$ cat src/rtl/button_cmd_scheduler_pkg.sv
// Shared constants for the button command path: FSM encodings and default
// auto-repeat timing (kept in step with the debounce clock-divider settings).
package button_cmd_scheduler_pkg;

  localparam logic [0:0] ST_IDLE  = 1'b0;
  localparam logic [0:0] ST_OFFER = 1'b1;

  localparam int unsigned DEF_REPEAT_DELAY  = 50_000_000;
  localparam int unsigned DEF_REPEAT_PERIOD = 10_000_000;

endpackage

$ cat src/rtl/button_cmd_scheduler_if.sv
// Single-command valid/ready port between the scheduler and the mode/drive FSM.
interface button_cmd_scheduler_if #(
  parameter int N = 4
);
  localparam int IDW = $clog2(N);

  logic           cmd_valid;
  logic           cmd_ready;
  logic [IDW-1:0] cmd_id;
  logic           cmd_repeat;

  modport master (
    output cmd_valid,
    output cmd_id,
    output cmd_repeat,
    input  cmd_ready
  );

  modport slave (
    input  cmd_valid,
    input  cmd_id,
    input  cmd_repeat,
    output cmd_ready
  );
endinterface

$ cat src/rtl/button_cmd_scheduler_repeat_timer.sv
// Shared auto-repeat timer: armed by a fresh press, ticks while that button
// stays held, first after DELAY cycles then every PERIOD cycles.
module repeat_timer #(
  parameter int unsigned IDW    = 2,
  parameter int unsigned DELAY  = 50_000_000,
  parameter int unsigned PERIOD = 10_000_000
) (
  input  logic           clk,
  input  logic           rst,
  input  logic           arm,
  input  logic [IDW-1:0] arm_id,
  input  logic           hold,
  output logic           tick,
  output logic [IDW-1:0] rep_id
);
  localparam int unsigned MAXV = (DELAY > PERIOD) ? DELAY : PERIOD;
  localparam int unsigned CW   = $clog2(MAXV + 1);

  logic          armed;
  logic [CW-1:0] count;

  // A re-arm in the same cycle pre-empts any tick of the old channel.
  assign tick = armed && hold && (count == CW'(1)) && !arm;

  always_ff @(posedge clk or posedge rst) begin
    if (rst) begin
      armed  <= 1'b0;
      count  <= '0;
      rep_id <= '0;
    end else if (arm && (DELAY != 0)) begin
      armed  <= 1'b1;
      rep_id <= arm_id;
      count  <= CW'(DELAY);
    end else if (armed) begin
      if (!hold) begin
        armed <= 1'b0;
      end else if (count == CW'(1)) begin
        count <= CW'(PERIOD);
      end else begin
        count <= count - CW'(1);
      end
    end
  end
endmodule

$ cat src/rtl/button_cmd_scheduler.sv
// Collects one-pulsed button events as pending requests and issues them one at
// a time on a valid/ready command port, round-robin, with auto-repeat on hold.
module button_cmd_scheduler
  import button_cmd_scheduler_pkg::*;
#(
  parameter int unsigned N             = 4,
  parameter int unsigned REPEAT_DELAY  = DEF_REPEAT_DELAY,
  parameter int unsigned REPEAT_PERIOD = DEF_REPEAT_PERIOD
) (
  input  logic                    clk,
  input  logic                    rst,
  input  logic [N-1:0]            pb_db,
  input  logic [N-1:0]            pb_op,
  button_cmd_scheduler_if.master  cmd,
  output logic                    drop,
  input  logic                    drop_clr
);
  localparam int unsigned IDW = $clog2(N);

  logic [0:0]     state;
  logic [N-1:0]   pending, pend_rep;
  logic [IDW-1:0] rr_ptr;
  logic           cmd_valid_q, cmd_repeat_q;
  logic [IDW-1:0] cmd_id_q;

  logic           tick, hold;
  logic [IDW-1:0] rep_id, grant_idx, arm_id;
  logic [N-1:0]   grant_vec, rep_vec, rep_set;
  logic           do_grant, drop_set;

  // Circular search from ptr; iterating downward leaves the nearest hit last.
  function automatic logic [IDW-1:0] rr_pick(input logic [N-1:0] req,
                                             input logic [IDW-1:0] ptr);
    logic [IDW-1:0] sel;
    int unsigned    idx;
    sel = ptr;
    for (int unsigned k = N; k > 0; k--) begin
      idx = (int'(ptr) + k - 1) % N;
      if (req[idx]) sel = IDW'(idx);
    end
    return sel;
  endfunction

  function automatic logic [IDW-1:0] lowest_set(input logic [N-1:0] v);
    logic [IDW-1:0] sel;
    sel = '0;
    for (int unsigned k = N; k > 0; k--) begin
      if (v[k-1]) sel = IDW'(k - 1);
    end
    return sel;
  endfunction

  assign arm_id = lowest_set(pb_op);
  assign hold   = pb_db[rep_id];

  repeat_timer #(
    .IDW    (IDW),
    .DELAY  (REPEAT_DELAY),
    .PERIOD (REPEAT_PERIOD)
  ) u_timer (
    .clk    (clk),
    .rst    (rst),
    .arm    (|pb_op),
    .arm_id (arm_id),
    .hold   (hold),
    .tick   (tick),
    .rep_id (rep_id)
  );

  always_comb begin
    grant_idx = rr_pick(pending, rr_ptr);
    do_grant  = (state == ST_IDLE) && (|pending);
    grant_vec = '0;
    if (do_grant) grant_vec[grant_idx] = 1'b1;
    rep_vec = '0;
    if (tick) rep_vec[rep_id] = 1'b1;
    rep_set  = rep_vec & ~pending;
    drop_set = |(pb_op & pending & ~grant_vec);
  end

  always_ff @(posedge clk or posedge rst) begin
    if (rst) begin
      pending      <= '0;
      pend_rep     <= '0;
      rr_ptr       <= '0;
      state        <= ST_IDLE;
      cmd_valid_q  <= 1'b0;
      cmd_id_q     <= '0;
      cmd_repeat_q <= 1'b0;
      drop         <= 1'b0;
    end else begin
      // A set on the channel being granted overrides the grant's clear.
      pending  <= (pending & ~grant_vec) | pb_op | rep_set;
      pend_rep <= (pend_rep | rep_set) & ~pb_op;

      if (drop_set)      drop <= 1'b1;
      else if (drop_clr) drop <= 1'b0;

      case (state)
        ST_IDLE: begin
          if (do_grant) begin
            cmd_id_q     <= grant_idx;
            cmd_repeat_q <= pend_rep[grant_idx];
            cmd_valid_q  <= 1'b1;
            state        <= ST_OFFER;
          end
        end
        default: begin
          if (cmd.cmd_ready) begin
            cmd_valid_q <= 1'b0;
            rr_ptr      <= (cmd_id_q == IDW'(N - 1)) ? '0 : cmd_id_q + 1'b1;
            state       <= ST_IDLE;
          end
        end
      endcase
    end
  end

  assign cmd.cmd_valid  = cmd_valid_q;
  assign cmd.cmd_id     = cmd_id_q;
  assign cmd.cmd_repeat = cmd_repeat_q;
endmodule

$ cat src/flat_wrapper.sv
// flat-port wrapper written by rule: the top's interface ports become plain ports
module button_cmd_scheduler_flat import button_cmd_scheduler_pkg::*;
#(
  parameter int unsigned N             = 4,
  parameter int unsigned REPEAT_DELAY  = DEF_REPEAT_DELAY,
  parameter int unsigned REPEAT_PERIOD = DEF_REPEAT_PERIOD
)
  (clk, rst, pb_db, pb_op, drop, drop_clr, cmd_cmd_valid, cmd_cmd_id, cmd_cmd_repeat, cmd_cmd_ready);
  button_cmd_scheduler_if #(.N(N)) cmd_i ();
  input  logic clk;
  input  logic rst;
  input  logic [N-1:0] pb_db;
  input  logic [N-1:0] pb_op;
  output logic drop;
  input  logic drop_clr;
  output wire logic [$bits(cmd_i.cmd_valid)-1:0] cmd_cmd_valid;
  output wire logic [$bits(cmd_i.cmd_id)-1:0] cmd_cmd_id;
  output wire logic [$bits(cmd_i.cmd_repeat)-1:0] cmd_cmd_repeat;
  input wire logic [$bits(cmd_i.cmd_ready)-1:0] cmd_cmd_ready;
  assign cmd_cmd_valid = cmd_i.cmd_valid;
  assign cmd_cmd_id = cmd_i.cmd_id;
  assign cmd_cmd_repeat = cmd_i.cmd_repeat;
  assign cmd_i.cmd_ready = cmd_cmd_ready;
  button_cmd_scheduler #(.N(N), .REPEAT_DELAY(REPEAT_DELAY), .REPEAT_PERIOD(REPEAT_PERIOD)) u_core (.clk(clk), .rst(rst), .pb_db(pb_db), .pb_op(pb_op), .cmd(cmd_i), .drop(drop), .drop_clr(drop_clr));
endmodule
$ cat config.mk
export PLATFORM = sky130hd
export DESIGN_NAME = button_cmd_scheduler_flat
export DESIGN_NICKNAME = d
export VERILOG_FILES = /design/src/rtl/button_cmd_scheduler_pkg.sv /design/src/rtl/button_cmd_scheduler_if.sv /design/src/rtl/button_cmd_scheduler_repeat_timer.sv /design/src/rtl/button_cmd_scheduler.sv /design/src/flat_wrapper.sv
export SDC_FILE = /design/constraint.sdc
export NUM_CORES = 1
export LEC_CHECK = 0
export BUFFER_PORTS_ARGS = -buffer_cell sky130_fd_sc_hd__buf_2
export CAP_MARGIN = 20
export CORE_UTILIZATION = 43
export DETAILED_ROUTE_END_ITERATION = 16
export PLACE_DENSITY_LB_ADDON = 0.1
export SLEW_MARGIN = 5
export SYNTH_ARGS = -nofsm -noshare
export SYNTH_HDL_FRONTEND = slang
export SYNTH_HIERARCHICAL = 1
export SYNTH_SLANG_ARGS = --single-unit
$ cat constraint.sdc
create_clock -name clk -period 5.97 [get_ports clk]
set_input_delay 0.8955 -clock clk [delete_from_list [all_inputs] [get_ports clk]]
set_output_delay 0.8955 -clock clk [all_outputs]
set_load 0.1 [all_outputs]
# After elaboration in Yosys (flattened, before gate mapping)
# Index checks and enable logic that the tools add are counted.
[op_classes]
bitwise_logic = 12
muxes = 42
add_sub_neg = 10
magnitude_cmp = 8
reduce_logical = 18
eq_ne = 3
[ops]
columns = ["operator", "count"]
rows = [
  ["two-way mux 26 bit", 4],
  ["equality test 26 x 1 -> 1 bit (second input constant)", 1],
  ["subtractor 26 x 1 -> 26 bit (second input constant)", 1],
  ["AND 4 bit", 5],
  ["two-way mux 1 bit", 19],
  ["less-than comparator 2 x 3 -> 1 bit (second input constant)", 6],
  ["two-way mux 2 bit", 9],
  ["binary-select mux 1 bit (select 2 bit)", 6],
  ["inverter 4 bit", 3],
  ["OR 4 bit", 3],
  ["OR reduction 4 bit", 3],
  ["two-way mux 4 bit", 2],
  ["AND reduction 2 bit", 4],
  ["nonzero test 2 bit", 4],
  ["subtractor 2 x 1 -> 2 bit (second input constant)", 4],
  ["adder 2 x 1 -> 2 bit (second input constant)", 3],
  ["logical AND 1 bit", 6],
  ["adder 2 bit (second input constant)", 2],
  ["demux 1 bit (select 2 bit)", 2],
  [">= comparator 2 x 1 -> 1 bit (second input constant)", 2],
  ["equality test 2 bit (second input constant)", 1],
  ["inequality test 2 bit (second input constant)", 1],
  ["logical NOT 1 bit", 1],
  ["inverter 1 bit", 1],
]
[totals]
out_inout_bits = 5
regBits = 45
word_cells = 104
in_bits = 12

# Logic depth before layout (Yosys ltp)
[depth]
word_depth = 17
depth_mapped = 12
depth_no_buf = 10

# By module
# Netlist, hierarchy kept.
[modules_own_cells]
columns = ["module", "cells_per_inst", "area_per_inst_um2", "n_inst", "seq_area_each_um2"]
rows = [
  ["repeat_timer", 195, 1749.2, 1, 725.7],
  ["button_cmd_scheduler", 105, 984.7, 1, 400.4],
]

# Least setup slack after synthesis
# Ideal clock, no wire load.
[synth_timing]
path_kind = "input-to-reg"
from = "input port pb_db[3]"
to = "register u_core.pending[0]"
required_time_ns = 5.846
path_slack_ns = 3.173
cell_stages = 7
n_path_buf = 2
setup_time_ns = 0.124
arrival_ns = 2.673
path_cell_list = "mux4_2 > nand2_1 > clkbuf_1 > clkbuf_1 > nor3_1 > nor4b_1 > a211o_1"
[synth_between]
elab_chain_len = 8
[synth_lines]
columns = ["element", "line", "text"]
rows = [
  ["start: declaration", "flat_wrapper.sv:12", "input logic [N-1:0] pb_db;"],
  ["binary-select mux 1 bit (select 2 bit)", "button_cmd_scheduler.sv:54", "assign hold = pb_db[rep_id];"],
  ["two-way mux 1 bit (implied by the code)", "button_cmd_scheduler.sv:54", ""],
  ["logical AND 1 bit (3 in a row)", "button_cmd_scheduler_repeat_timer.sv:23", "assign tick = armed && hold && (count == CW'(1)) && !arm;"],
  ["via u_core.tick", "button_cmd_scheduler.sv:26", "logic tick, hold;"],
  ["two-way mux 4 bit", "button_cmd_scheduler.sv:76", "if (tick) rep_vec[rep_id] = 1'b1;"],
  ["AND 4 bit", "button_cmd_scheduler.sv:77", "rep_set = rep_vec & ~pending;"],
  ["OR 4 bit", "button_cmd_scheduler.sv:93", "pending <= (pending & ~grant_vec) | pb_op | rep_set;"],
  ["end signal: assignment", "button_cmd_scheduler.sv:93", ""],
  ["end: declaration", "button_cmd_scheduler.sv:21", "logic [N-1:0] pending, pend_rep;"],
]
# The timed path passes the listed nets, and every way through them passes these cells. The select of a mux whose other input is x is not followed.
# A chain may end at the register's enable or synchronous reset.

# Worst setup path after layout
[layout_timing]
from = "register u_core.u_timer.count[12]"
to = "register u_core.pend_rep[0]"
[layout_between]
elab_chain_len = 7
[layout_lines]
columns = ["element", "line", "text"]
rows = [
  ["start: declaration", "button_cmd_scheduler_repeat_timer.sv:20", "logic [CW-1:0] count;"],
  ["start signal: assignment", "button_cmd_scheduler_repeat_timer.sv:33", "count <= CW'(DELAY);"],
  ["start signal: assignment", "button_cmd_scheduler_repeat_timer.sv:38", "count <= CW'(PERIOD);"],
  ["start signal: assignment", "button_cmd_scheduler_repeat_timer.sv:40", "count <= count - CW'(1);"],
  ["equality test 26 x 1 -> 1 bit", "button_cmd_scheduler_repeat_timer.sv:23", ""],
  ["logical AND 1 bit (2 in a row)", "button_cmd_scheduler_repeat_timer.sv:23", ""],
  ["via u_core.tick", "button_cmd_scheduler.sv:26", ""],
  ["two-way mux 4 bit", "button_cmd_scheduler.sv:76", ""],
  ["AND 4 bit", "button_cmd_scheduler.sv:77", ""],
  ["OR 4 bit", "button_cmd_scheduler.sv:94", "pend_rep <= (pend_rep | rep_set) & ~pb_op;"],
  ["AND 4 bit", "button_cmd_scheduler.sv:94", ""],
  ["end signal: assignment", "button_cmd_scheduler.sv:94", ""],
  ["end: declaration", "button_cmd_scheduler.sv:21", ""],
]
# The timed path passes the listed nets, and every way through them passes these cells.

==> results.yml <==
timing:
  slew_headroom_pct: 37.1
  setup_viol: 0
  hold_viol_final: 0
  max_freq_mhz: 327
  setup-tns-final_ps: 0
  layout_setup_ws_ps: 2910
  drv_slew: 0
  finalClockSkew_ps: 15.7
  period_needed_ps: 3060
  fin_crit_sh_pct: 51.2
  worst_pin_slew_ps: 941
  rsz0062_at_grt: "no"
floorplan:
  die_y_um: 81.7
  start_util_pct: 45.4
  rows: 28
  design.core.area_sq_um: 6030
  ios: 17
  die_w_um: 81.7
  die_area_sq_um: 6680
final_layout:
  mostFrequentLayoutCells: "dfrtp_1 (45), nor2_1 (40), nand2_1 (25)"
  n_antenna_cell: 0
  fin_nets: 320
  final.fill_count: 571
  areaGrowthSynthToFinish_pct: 7.51
  final_area_sq_um: 2940
  final_common_cell: "dfrtp_1"
  final_cells: 381
  drive_above_1_share_pct: 16.0
route:
  wire_per_inst_um: 16.9
  vias: 2300
  first_iter_violations: 199
  vias_per_cell: 6.04
  routed_wl_mm: 6.42
  drc: 0
  final_antenna_net_count: 0
  dr.pass1.iters: 4
yosys:
  async_flop_share_pct: 100
  yosys_warnings: 6
  synth_top_family_by_area: "simple AND/OR/NAND/NOR gates"
  netlist_instances: 300
  synth_nets: 315
  synthFlopType: "dfrtp_1"
  yosys.area_share.adder_pct: 1.37
  synth_xor_xnor_area_share_pct: 0.641
  synth_area_per_cell_sq_um: 9.11
  yosys-mux-area-fraction_pct: 5.13
  syn_area_sq_um: 2730
  synth-simple-area-share_pct: 29.6
  synth_edf_count: 0
  synth_cell_types: 62
  ys_seq_area_share_pct: 41.2
  yosys_register_bits: 45
  synth_compound_area_share_pct: 16.8
place:
  portBuffers: 16
  gp_congestion: 0.804
  dp_cells: 373
  placed_cell_area_sq_um: 2820
  pre_cts_slack_ps: 2830
  hpwl_mm: 4.43
global_route:
  grtUsageMet1_pct: 31.6
  use_met3_pct: 4.00
  overflow: 0
  grt_pass1_wl_mm: 10.8
  grt_pass1_vias: 2134
  grt_busiest_layer: "met2"
  antenna_found_initial: 0
  grt_use_met2_pct: 31.9
  grt_max_degree: 30
  grtUsageTotal_pct: 21.4
worst_setup_path:
  critPathKind: "flop to flop"
  worstSetupEndpointType: "flop"
  critPathLaunchType: "flop"
  cp.required_ps: 6200
  cp_max_fo: 14
  arrival_ps: 3290
power:
  powerDensity_nw_per_um2: 293
  vdd_drop_max_uv: 255
  cellLeakagePower_nw: 1.18
clocking:
  clock_latency_ps: 310
  cts-root-buf: "clkbuf_8"
  post_cts_buffers: 0
  cts-htree-levels: 2
  clk_pin_slew_ps: 80
  cts_sinks: 45
  cts_tree: "built"
  numCtsBuffers: 5
  cts-hold-fix-buffers: 0
  cts_resized: 0
  clk_path_buf_depth: 2
min_path:
  min_path_type: "flop to flop"
flow_run:
  drv_cap: 0
outcome:
  outcome: "complete, no violations"
registers in the layout, summed over array words and instances (netlist names):
| register | flops |
|---|---|
| u_core/u_timer/armed | 1 |
| u_core/u_timer/rep_id | 2 |
| u_core/pending | 4 |
| u_core/cmd.cmd_id | 2 |
| u_core/pend_rep | 4 |
| u_core/cmd.cmd_repeat | 1 |
| u_core/rr_ptr | 2 |
| u_core/cmd.cmd_valid | 1 |
| u_core/drop | 1 |
| u_core/u_timer/count | 26 |
| u_core/state | 1 |
layer usage:
| layer | routed length (um) | part of all wire [%] |
|---|---|---|
| met5 | 0 | 0 |
| met4 | 46 | 0.72 |
| met3 | 223 | 3.5 |
| met2 | 2790 | 43 |
| met1 | 3360 | 52 |
critical path: stages (launching register included):
cell and delay, ps:
dfrtp_1 430, or3_1 450, or3_1 570, or3_1 650
nor3_1 310, nor4b_1 420, nor2_1 80, nor2_1 90
cell families (layout without fill, tap and decap cells):
family,after synthesis,after routing
DFF,45,45
xor gates and xnor gates,2,2
adders and majority gates,3,3
muxes,12,12
AOI/OAI and AO/OA,63,63
and+or+nand+nor,144,144
buffers and inverters,31,37
path summary, 6_finish.rpt:
path	from	slack [ps]	endpoint	cells after the start
worst max-delay path	u_core/u_timer/count[12]	2910	u_core/pend_rep[0]	7
worst min-delay path	u_core/cmd.cmd_valid	500	u_core/cmd.cmd_valid	1
worst max register to register	u_core/u_timer/count[12]	2910	u_core/pend_rep[0]	7
worst min register to register	u_core/cmd.cmd_valid	500	u_core/cmd.cmd_valid	1
max in group asynchronous	rst	4860	u_core/cmd.cmd_repeat	2
min in group asynchronous	rst	660	u_core/u_timer/count[9]	3
through the flow:
| step | power, mW | hold slack, ps | util [%] |
|---|---|---|---|
| after floorplan | 0.584 | 447 | - |
| after global placement | 0.617 | 480 | 46.8 |
| after detailed placement | 0.622 | 483 | 46.8 |
| after CTS | 0.868 | 503 | 48.8 |
| after global routing | 0.908 | 515 | 48.8 |
| final | 0.861 | 499 | 48.8 |
Yosys cell counts (7+ instances only):
library cell / instances / area [sq um]
dfrtp_1: 45 / 1130
nor2_1: 40 / 150
nand2_1: 25 / 93.8
nor3_1: 16 / 80.1
clkbuf_1: 14 / 52.6
inv_1: 11 / 41.3
o21ai_0: 11 / 55.1
a21oi_1: 10 / 50.1
or3_1: 10 / 62.6
nor4_1: 9 / 56.3
a22oi_1: 8 / 60.1
o31ai_1: 7 / 52.6
final cells by class:
cell class | instances | area [sq um] | area share [%]
clock buffer | 6 | 82.6 | 2.81
clock inverter | 2 | 37.5 | 1.28
inverter | 11 | 41.3 | 1.40
multi-input combinational | 224 | 1460 | 49.8
sequential | 45 | 1130 | 38.3
tap | 75 | 93.8 | 3.19
timing repair buffer | 18 | 95.1 | 3.24
power by group:
part           switching (mW)  internal, mW
registers              0.0431         0.328
logic                   0.171        0.0750
clock network           0.107         0.136
total                   0.321         0.539
Power figures use the tool's default switching activity.
